--- src/rtl/snake_field_scanner.sv ---
// snake_field_scanner: reader side of the 8x8 snake field.
// Fetches one row (8 cells) into a shadow register, lights it on a
// row-multiplexed LED matrix for DWELL cycles, blinks food cells every
// BLINK_FRAMES frames and pulses frame_done after each complete frame.
module snake_field_scanner #(
  parameter int unsigned DWELL        = 1000,  // cycles each row stays lit, 1..65535
  parameter int unsigned BLINK_FRAMES = 16     // frames between food blink toggles, 1..255
) (
  input  logic       clk,
  input  logic       rst,
  input  logic       en,
  output logic       rd_en,
  output logic [5:0] rd_addr,
  input  logic [1:0] rd_data,
  output logic [7:0] row_sel,
  output logic [7:0] col_on,
  output logic       frame_done,
  output logic       busy
);

  typedef enum logic [1:0] {
    ST_IDLE,
    ST_FETCH,
    ST_DWELL
  } state_e;

  localparam logic [15:0] DWELL_LAST  = 16'(DWELL - 1);
  localparam logic [7:0]  BLINK_LIMIT = 8'(BLINK_FRAMES);
  localparam logic [3:0]  FETCH_LAST  = 4'd8;
  localparam logic [2:0]  ROW_LAST    = 3'd7;

  // Cell codes written by the snake engine.
  localparam logic [1:0] CELL_EMPTY = 2'd0;
  localparam logic [1:0] CELL_BODY  = 2'd1;
  localparam logic [1:0] CELL_HEAD  = 2'd2;
  localparam logic [1:0] CELL_FOOD  = 2'd3;

  state_e      state_q,      state_d;
  logic [2:0]  row_q,        row_d;
  logic [3:0]  fidx_q,       fidx_d;        // FETCH cycle index F0..F8
  logic [15:0] dwell_cnt_q,  dwell_cnt_d;
  logic [7:0]  frame_cnt_q,  frame_cnt_d;
  logic        food_vis_q,   food_vis_d;
  logic [7:0]  shadow_q,     shadow_d;

  logic        rd_en_q,      rd_en_d;
  logic [5:0]  rd_addr_q,    rd_addr_d;
  logic [7:0]  row_sel_q,    row_sel_d;
  logic [7:0]  col_on_q,     col_on_d;
  logic        frame_done_q, frame_done_d;
  logic        busy_q,       busy_d;

  logic [2:0]  cap_idx;

  // A cell lights for body and head; food follows the blink phase.
  function automatic logic cell_lit(input logic [1:0] code, input logic vis);
    case (code)
      CELL_BODY, CELL_HEAD: cell_lit = 1'b1;
      CELL_FOOD:            cell_lit = vis;
      CELL_EMPTY:           cell_lit = 1'b0;
      default:              cell_lit = 1'b0;
    endcase
  endfunction

  // Read data for cell F(k-1) arrives during FETCH cycle Fk.
  assign cap_idx = 3'(fidx_q - 4'd1);

  // Next-state and next-output computation for the scan sequencer.
  always_comb begin
    // NOTE: every variable gets a default before any branch, so no path
    // leaves one unassigned and no latch is inferred.
    state_d      = state_q;
    row_d        = row_q;
    fidx_d       = fidx_q;
    dwell_cnt_d  = dwell_cnt_q;
    frame_cnt_d  = frame_cnt_q;
    food_vis_d   = food_vis_q;
    shadow_d     = shadow_q;
    frame_done_d = 1'b0;

    case (state_q)
      ST_IDLE: begin
        if (en) begin
          state_d = ST_FETCH;
          fidx_d  = 4'd0;
        end
      end

      ST_FETCH: begin
        if (fidx_q != 4'd0) begin
          shadow_d[cap_idx] = cell_lit(rd_data, food_vis_q);
        end
        if (fidx_q == FETCH_LAST) begin
          state_d     = ST_DWELL;
          dwell_cnt_d = 16'd0;
        end else begin
          fidx_d = fidx_q + 4'd1;
        end
      end

      ST_DWELL: begin
        if (dwell_cnt_q == DWELL_LAST) begin
          dwell_cnt_d = 16'd0;
          fidx_d      = 4'd0;
          if (row_q != ROW_LAST) begin
            // Mid-frame rows ignore en: a started frame always completes.
            row_d   = row_q + 3'd1;
            state_d = ST_FETCH;
          end else begin
            row_d        = 3'd0;
            frame_done_d = 1'b1;
            if (frame_cnt_q + 8'd1 == BLINK_LIMIT) begin
              frame_cnt_d = 8'd0;
              food_vis_d  = ~food_vis_q;
            end else begin
              frame_cnt_d = frame_cnt_q + 8'd1;
            end
            state_d = en ? ST_FETCH : ST_IDLE;
          end
        end else begin
          dwell_cnt_d = dwell_cnt_q + 16'd1;
        end
      end

      default: state_d = ST_IDLE;
    endcase

    // Outputs are registered, so they are derived from the next state and
    // line up with the state they describe.
    rd_en_d   = (state_d == ST_FETCH) && (fidx_d != FETCH_LAST);
    rd_addr_d = rd_en_d ? {row_d, fidx_d[2:0]} : rd_addr_q;
    row_sel_d = (state_d == ST_DWELL) ? (8'b1 << row_d) : 8'd0;
    col_on_d  = (state_d == ST_DWELL) ? shadow_d : 8'd0;
    busy_d    = (state_d != ST_IDLE);
  end

  // State, shadow row and registered outputs with synchronous reset.
  always_ff @(posedge clk) begin
    // NOTE: sequential state uses non-blocking assignments so every flop
    // samples the pre-edge values regardless of statement order.
    if (rst) begin
      state_q      <= ST_IDLE;
      row_q        <= 3'd0;
      fidx_q       <= 4'd0;
      dwell_cnt_q  <= 16'd0;
      frame_cnt_q  <= 8'd0;
      food_vis_q   <= 1'b1;
      // NOTE: the shadow row is a small register, not a RAM, so it is reset
      // along with everything else and never shows stale cells.
      shadow_q     <= 8'd0;
      rd_en_q      <= 1'b0;
      rd_addr_q    <= 6'd0;
      row_sel_q    <= 8'd0;
      col_on_q     <= 8'd0;
      frame_done_q <= 1'b0;
      busy_q       <= 1'b0;
    end else begin
      state_q      <= state_d;
      row_q        <= row_d;
      fidx_q       <= fidx_d;
      dwell_cnt_q  <= dwell_cnt_d;
      frame_cnt_q  <= frame_cnt_d;
      food_vis_q   <= food_vis_d;
      shadow_q     <= shadow_d;
      rd_en_q      <= rd_en_d;
      rd_addr_q    <= rd_addr_d;
      row_sel_q    <= row_sel_d;
      col_on_q     <= col_on_d;
      frame_done_q <= frame_done_d;
      busy_q       <= busy_d;
    end
  end

  assign rd_en      = rd_en_q;
  assign rd_addr    = rd_addr_q;
  assign row_sel    = row_sel_q;
  assign col_on     = col_on_q;
  assign frame_done = frame_done_q;
  assign busy       = busy_q;

endmodule

--- config.mk ---
export PLATFORM = sky130hd
export DESIGN_NAME = snake_field_scanner
export DESIGN_NICKNAME = d
export VERILOG_FILES = /design/src/rtl/snake_field_scanner.sv
export SDC_FILE = /design/constraint.sdc
export NUM_CORES = 1
export LEC_CHECK = 0
export BUFFER_PORTS_ARGS = -buffer_cell sky130_fd_sc_hd__buf_2
export CORE_ASPECT_RATIO = 0.8
export CORE_UTILIZATION = 39
export DETAILED_ROUTE_END_ITERATION = 6
export PLACE_DENSITY = 0.54
export SLEW_MARGIN = 20
export SYNTH_ARGS = -nofsm -noshare
export SYNTH_HDL_FRONTEND = slang
export SYNTH_SLANG_ARGS = --single-unit
export TNS_END_PERCENT = 1
--- constraint.sdc ---
create_clock -name clk -period 4.55 [get_ports clk]
set_input_delay 0 -clock clk [delete_from_list [all_inputs] [get_ports clk]]
set_output_delay 0 -clock clk [all_outputs]
set_load 0.01 [all_outputs]
After elaboration in Yosys (flattened, before gate mapping):

Index checks and enable logic that the tools add are counted.

* input bits: 5
* register bits after elaboration: 67
* output and inout port bits: 25
* word-level logic and storage cells: 78

* bitwise operators: 5
* shift operators: 1
* eq/ne operators: 13
* $add $sub $neg: 5
* multiplexer cells: 26
* reduce and logical (&&, ||, !) cells: 13
* order comparisons: 2

Operators by type and width (count)
* two-way mux 16 bit: 2
* case mux 16 bit (2 select lines): 1
* two-way mux 8 bit: 3
* adder 16 x 1 -> 16 bit, second input constant: 1
* equality test 16 x 10 -> 1 bit, second input constant: 1
* two-way mux 4 bit: 3
* case mux 4 bit (3 select lines): 1
* two-way mux 3 bit: 3
* adder 8 x 1 -> 8 bit, second input constant: 1
* bitwise mux 8 bit: 1
* equality test 2 bit, second input constant: 4
* equality test 8 x 5 -> 1 bit, second input constant: 1
* << shifter 1 x 3 -> 8 bit, first input constant: 1
* equality test 2 x 1 -> 1 bit, second input constant: 3
* two-way mux 1 bit: 6
* two-way mux 2 bit: 3
* case mux 2 bit (3 select lines): 1
* NOT 1 bit: 5
* adder 4 x 1 -> 4 bit, second input constant: 1
* equality test 4 bit, second input constant: 1
* logical NOT 2 bit: 2
* < comparator 3 x 4 -> 1 bit, second input constant: 1
* inequality test 4 bit, second input constant: 1
* AND reduction 4 bit: 1
* 14 further kinds: 17

Depth between registers and ports, before layout:

* word-level depth: 8
* gate-level depth with buffers: 10
* mapped depth without buffers: 8

Worst setup path after synthesis:

OpenSTA, ideal clock, no wires.

* path type: reg2reg
* start: register fidx_q[0]
* end: register rd_addr_q[3] (netlist: rd_addr[3])
* period minus slack after synthesis: 2.444 ns
* stages on the path, launching flop included: 10
* setup time: 0.123 ns
* arrival time: 2.320 ns
* buffers on the path: 1
* required time: 4.427 ns
* setup slack: 2.106 ns
* cells stage by stage: dfxtp_1 -> clkbuf_1 -> inv_1 -> ha_1 -> mux2_2 -> a32oi_1 -> o31ai_2 -> nor4b_4 -> a21oi_2 -> mux2_1

* longest elaborated chain between the ends: 5
* elaborated cells on any way between the ends: 11
* those cells by class: add/sub: 1; eq/ne: 3; mux: 6; reduce/logical: 1

Ends and longest elaborated chain
* from (decl): RTL line 40 `logic [3:0] fidx_q, fidx_d;`
* from (signal assigned): RTL line 160 `fidx_q <= fidx_d;`
* adder 4 x 1 -> 4 bit or equality test 4 bit (tied branches): RTL line 97, 93
* two-way mux 4 bit or two-way mux 2 bit (tied branches): RTL line 93 `if (fidx_q == FETCH_LAST) begin`
* case mux 4 bit (3 select lines) or case mux 2 bit (3 select lines) (tied branches): RTL line 81 `case (state_q)`
* inequality test 4 bit or equality test 2 x 1 -> 1 bit (tied branches): RTL line 130 `rd_en_d = (state_d == ST_FETCH) && (fidx_d != FETCH_LAST);`
* logical AND 1 bit (*): RTL line 130
* to (signal assigned): RTL line 166 `rd_addr_q <= rd_addr_d;`
* to (decl): RTL line 47 `logic [5:0] rd_addr_q, rd_addr_d;`

Every way passes the cells marked *; elsewhere a longest branch is shown, timed or not.
A chain may end at the register's enable or synchronous reset.

Final worst setup path:

* start: register fidx_q[0]
* end: register rd_addr_q[5] (netlist: rd_addr[5])

Same word-level chain as after synthesis.

==> summary.md <==
| Metric | Value |
|---|---|
| Die Wd | 102.0 um |
| Top Ports | 30 |
| DRC | 0 |
| Starting Density | 0.4120 |
| FFs w/ async S/R, synth | 0 |
| Yosys warning count | 0 |
| Drt first pass iters | 4 |
| Final number of setup-violating endpoints | 0 |
| Total power per unit cell area | 351.8 mW/mm2 |
| Antenna Nets Post-Route | 0 |
| Dpl cells | 490 |
| Post-synth EDFFs | 0 |
| Final Non-Filler Cells | 506 |
| Number of port buffers | 29 |
| GPL Wtd Cong | 0.8607 |
| Hold Vio Cnt, Final | 0 |
| Clk Latency, worst-skew pair | 0.34 ns |
| RSZ-0062 raised after global routing | no |
| Vias in the first global route | 2436 |
| Full die area | 0.008359 mm2 |
| Grt total ovfl | 0 |
| Reg-to-Reg End | rd_addr[5] |
| Max cap viols | 0 |
| Largest net degree at the start of global routing | 51 |
| Max Root-Sink Buffers | 2 |
| Hold path cells | 3 |
| Die Y | 81.98 um |
| Placeable Area | 0.007567 mm2 |
| CTS buffer count | 9 |
| CTS tree | done |
| CP Cell Sequence | inv_1 > ha_1 > mux2_2 > a32oi_1 > o31ai_2 > nor4b_4 > a21oi_2 > mux2_1 |
| Share of cells above drive strength 1 | 0.1471 |
| Skew final | 0.005431 ns |
| Post-Syn Nets | 383 |
| Fin area | 0.003593 mm2 |
| Share of synthesized area occupied by flip-flops and latches | 0.4302 |
| Commonest non-fill, non-tap cell in the layout | nor2_1 |
| Avg Inst Size Synth | 8.404 um2 |
| R2r worst-path depth | 8 |
| Post-detailed-route via-to-cell ratio | 5.194 |
| DRT iter0 DRCs | 141 |
| Reg-to-reg critical path startpoint | fidx_q[0] |
| First-pass GRT wire length | 11960 um |
| Leak | 1.324 nW |
| Cts hold-fix bufs | 0 |
| Vias | 2628 |
| Hold Startpoint | rst |
| Yosys cell types | 55 |
| Max Clk Rate | 387.2 MHz |
| Slowest cell on crit path | dfxtp_1 |
| Crit path DAT | 2.82 ns |
| Area Overhead vs Synth | 15.25% |
| Clk root buf | clkbuf_8 |
| Reg-to-reg slack, setup | 1.97 ns |
| Req. time, crit path | 4.78 ns |
| Ys flop type | dfxtp_1 |
| Worst hold path class | in -> reg |
| Most frequent cells in the layout | 70 x nor2_1, 67 x dfxtp_1, 33 x nand2_1 |
| Setup TNS | 0 ns |
| Max incr delay on CP | 0.49 ns |
| Synthesized instance count | 371 |
| Synth Register Bits | 67 |
| Clock sink count | 67 |
| Final min period | 2.583 ns |
| Post-CTS Resized | 0 |
| WL final | 6767 um |
| WHS Endpoint | dwell_cnt_q[12] |
| Crit Path Class | reg -> reg |
| Initial antenna violation count | 0 |
| Peak supply drop | 0.1586 mV |
| Wirelength per Cell | 13.37 um |
| Worst-Margin Slew | 0.7179 ns |
| Number of cell rows | 28 |
| Final Net Count | 408 |
| Area post-placement | 0.003344 mm2 |
| Crit Path Max Fanout | 9 |
| Status | finished clean |
| Total track usage | 0.1885 |
| Total power | 0.001264 W |
| CP Capture Type | flop |
| Slew margin rel. | 0.5090 |
| Antenna diode instance count | 0 |
| Post-CTS setup buffer count | 0 |
| Fin. max-slew vios | 0 |
| H-tree depth | 3 |
| Period Utilization, post-route | 0.5676 |
| DP HPWL | 4624 um |
| Post-Syn Area | 0.003118 mm2 |
| Finished Core Util | 0.4749 |
| Clk slew on worst S/H paths | 0.08 ns |
| Startpoint types | flop |
-- how the worst max path moves through the flow --
| stage | start | end | slack (ns) |
|---|---|---|---|
| 4_1_cts | fidx_q[0] | rd_addr[5] | 1.97 |
| 2_1_floorplan | fidx_q[0] | rd_addr[3] | 2.11 |
| 3_5_place_dp | fidx_q[0] | rd_addr[3] | 1.98 |
| 6_report | fidx_q[0] | rd_addr[5] | 1.97 |
| 3_3_place_gp | fidx_q[0] | rd_addr[4] | 2.06 |
| 5_1_grt | fidx_q[0] | rd_addr[5] | 1.71 |
-- per-layer routing --
layer | track usage | wire (um) | part of all wire | vias to the layer above
li1 | - | - | - | 1361
met1 | 0.2667 | 3629 | 0.54 | 1198
met2 | 0.2671 | 2738 | 0.40 | 61
met3 | 0.05191 | 309 | 0.046 | 8
met4 | 0.07714 | 89 | 0.013 | 0
met5 | 0 | 0 | 0 | -
-- report_power, final --
part           switching (W)  internal (W)   total, W
clock               0.000251      0.000369   0.000619
sequential        0.00000682      0.000591   0.000598
combinational      0.0000295     0.0000177  0.0000472
total               0.000287      0.000977    0.00126
-- sequential cells by signal, summed over array words and instances (netlist names) --
signal       flops
busy             1
col_on           8
dwell_cnt_q     16
fidx_q           4
food_vis_q       1
frame_cnt_q      8
frame_done       1
rd_addr          6
rd_en            1
row_q            3
row_sel          8
shadow_q         8
state_q          2
-- critical path, delay by kind of cell, from the launching register on --
| family | cells | cell delay [ns] |
|---|---|---|
| buf+inv | 1 | 0.13 |
| fa+ha+maj | 1 | 0.40 |
| compound gates | 3 | 0.45 |
| flops | 1 | 0.49 |
| simple gates | 1 | 0.37 |
| mux | 2 | 0.63 |
-- cells in the mapped netlist, types with 2 or more instances --
library cell,instances,area share
or3_1,5,0.010
xor2_1,6,0.017
ha_1,7,0.028
a21o_1,2,0.0048
and3_1,4,0.0080
nor2b_1,6,0.012
dfxtp_1,67,0.43
mux2i_1,11,0.035
mux2_1,3,0.011
or2_2,2,0.0040
a31oi_1,5,0.010
o211ai_1,2,0.0048
nand2b_1,7,0.014
nor2_1,70,0.084
nand3_1,11,0.018
a41oi_1,2,0.0056
nor4_1,4,0.0080
nand4_1,5,0.010
a21oi_1,19,0.030
nand4b_1,2,0.0056
o32ai_1,2,0.0056
nor3_1,13,0.021
and2_1,2,0.0040
inv_1,11,0.013
clkbuf_1,15,0.018
nand3b_1,3,0.0072
a311oi_1,4,0.011
nor3b_1,6,0.014
xnor2_1,6,0.017
nand2_1,33,0.040
a22oi_1,2,0.0048
o21ai_0,11,0.018
-- area by class of cell --
type                            instances  area [um2]
Clock buffer                            9       123.9
Clock inverter                          7       125.1
Fill cell                             756        3974
Inverter                               11       41.29
Multi-Input combinational cell        276        1670
Sequential cell                        67        1341
Tap cell                              105       131.4
Timing Repair Buffer                   31       160.2
-- metrics by stage --
| stage | worst slack, ns | hold slack [ns] |
|---|---|---|
| 2_1_floorplan | 2.106 | 0.2167 |
| 3_3_place_gp | 2.060 | 0.3923 |
| 3_5_place_dp | 1.984 | 0.3928 |
| 4_1_cts | 1.966 | 0.2030 |
| 5_1_grt | 1.706 | 0.2368 |
| 6_report | 1.967 | 0.2092 |
-- cell families after synthesis --
logic type | synth area share
xor gates and xnor gates | 0.03371
and+or+nand+nor | 0.3006
AOI/OAI and AO/OA | 0.1236
muxes | 0.04976
adders and majority gates | 0.02809
buffers and inverters | 0.03411
DFF | 0.4302
Note: power is estimated with default switching activity, not from simulation.
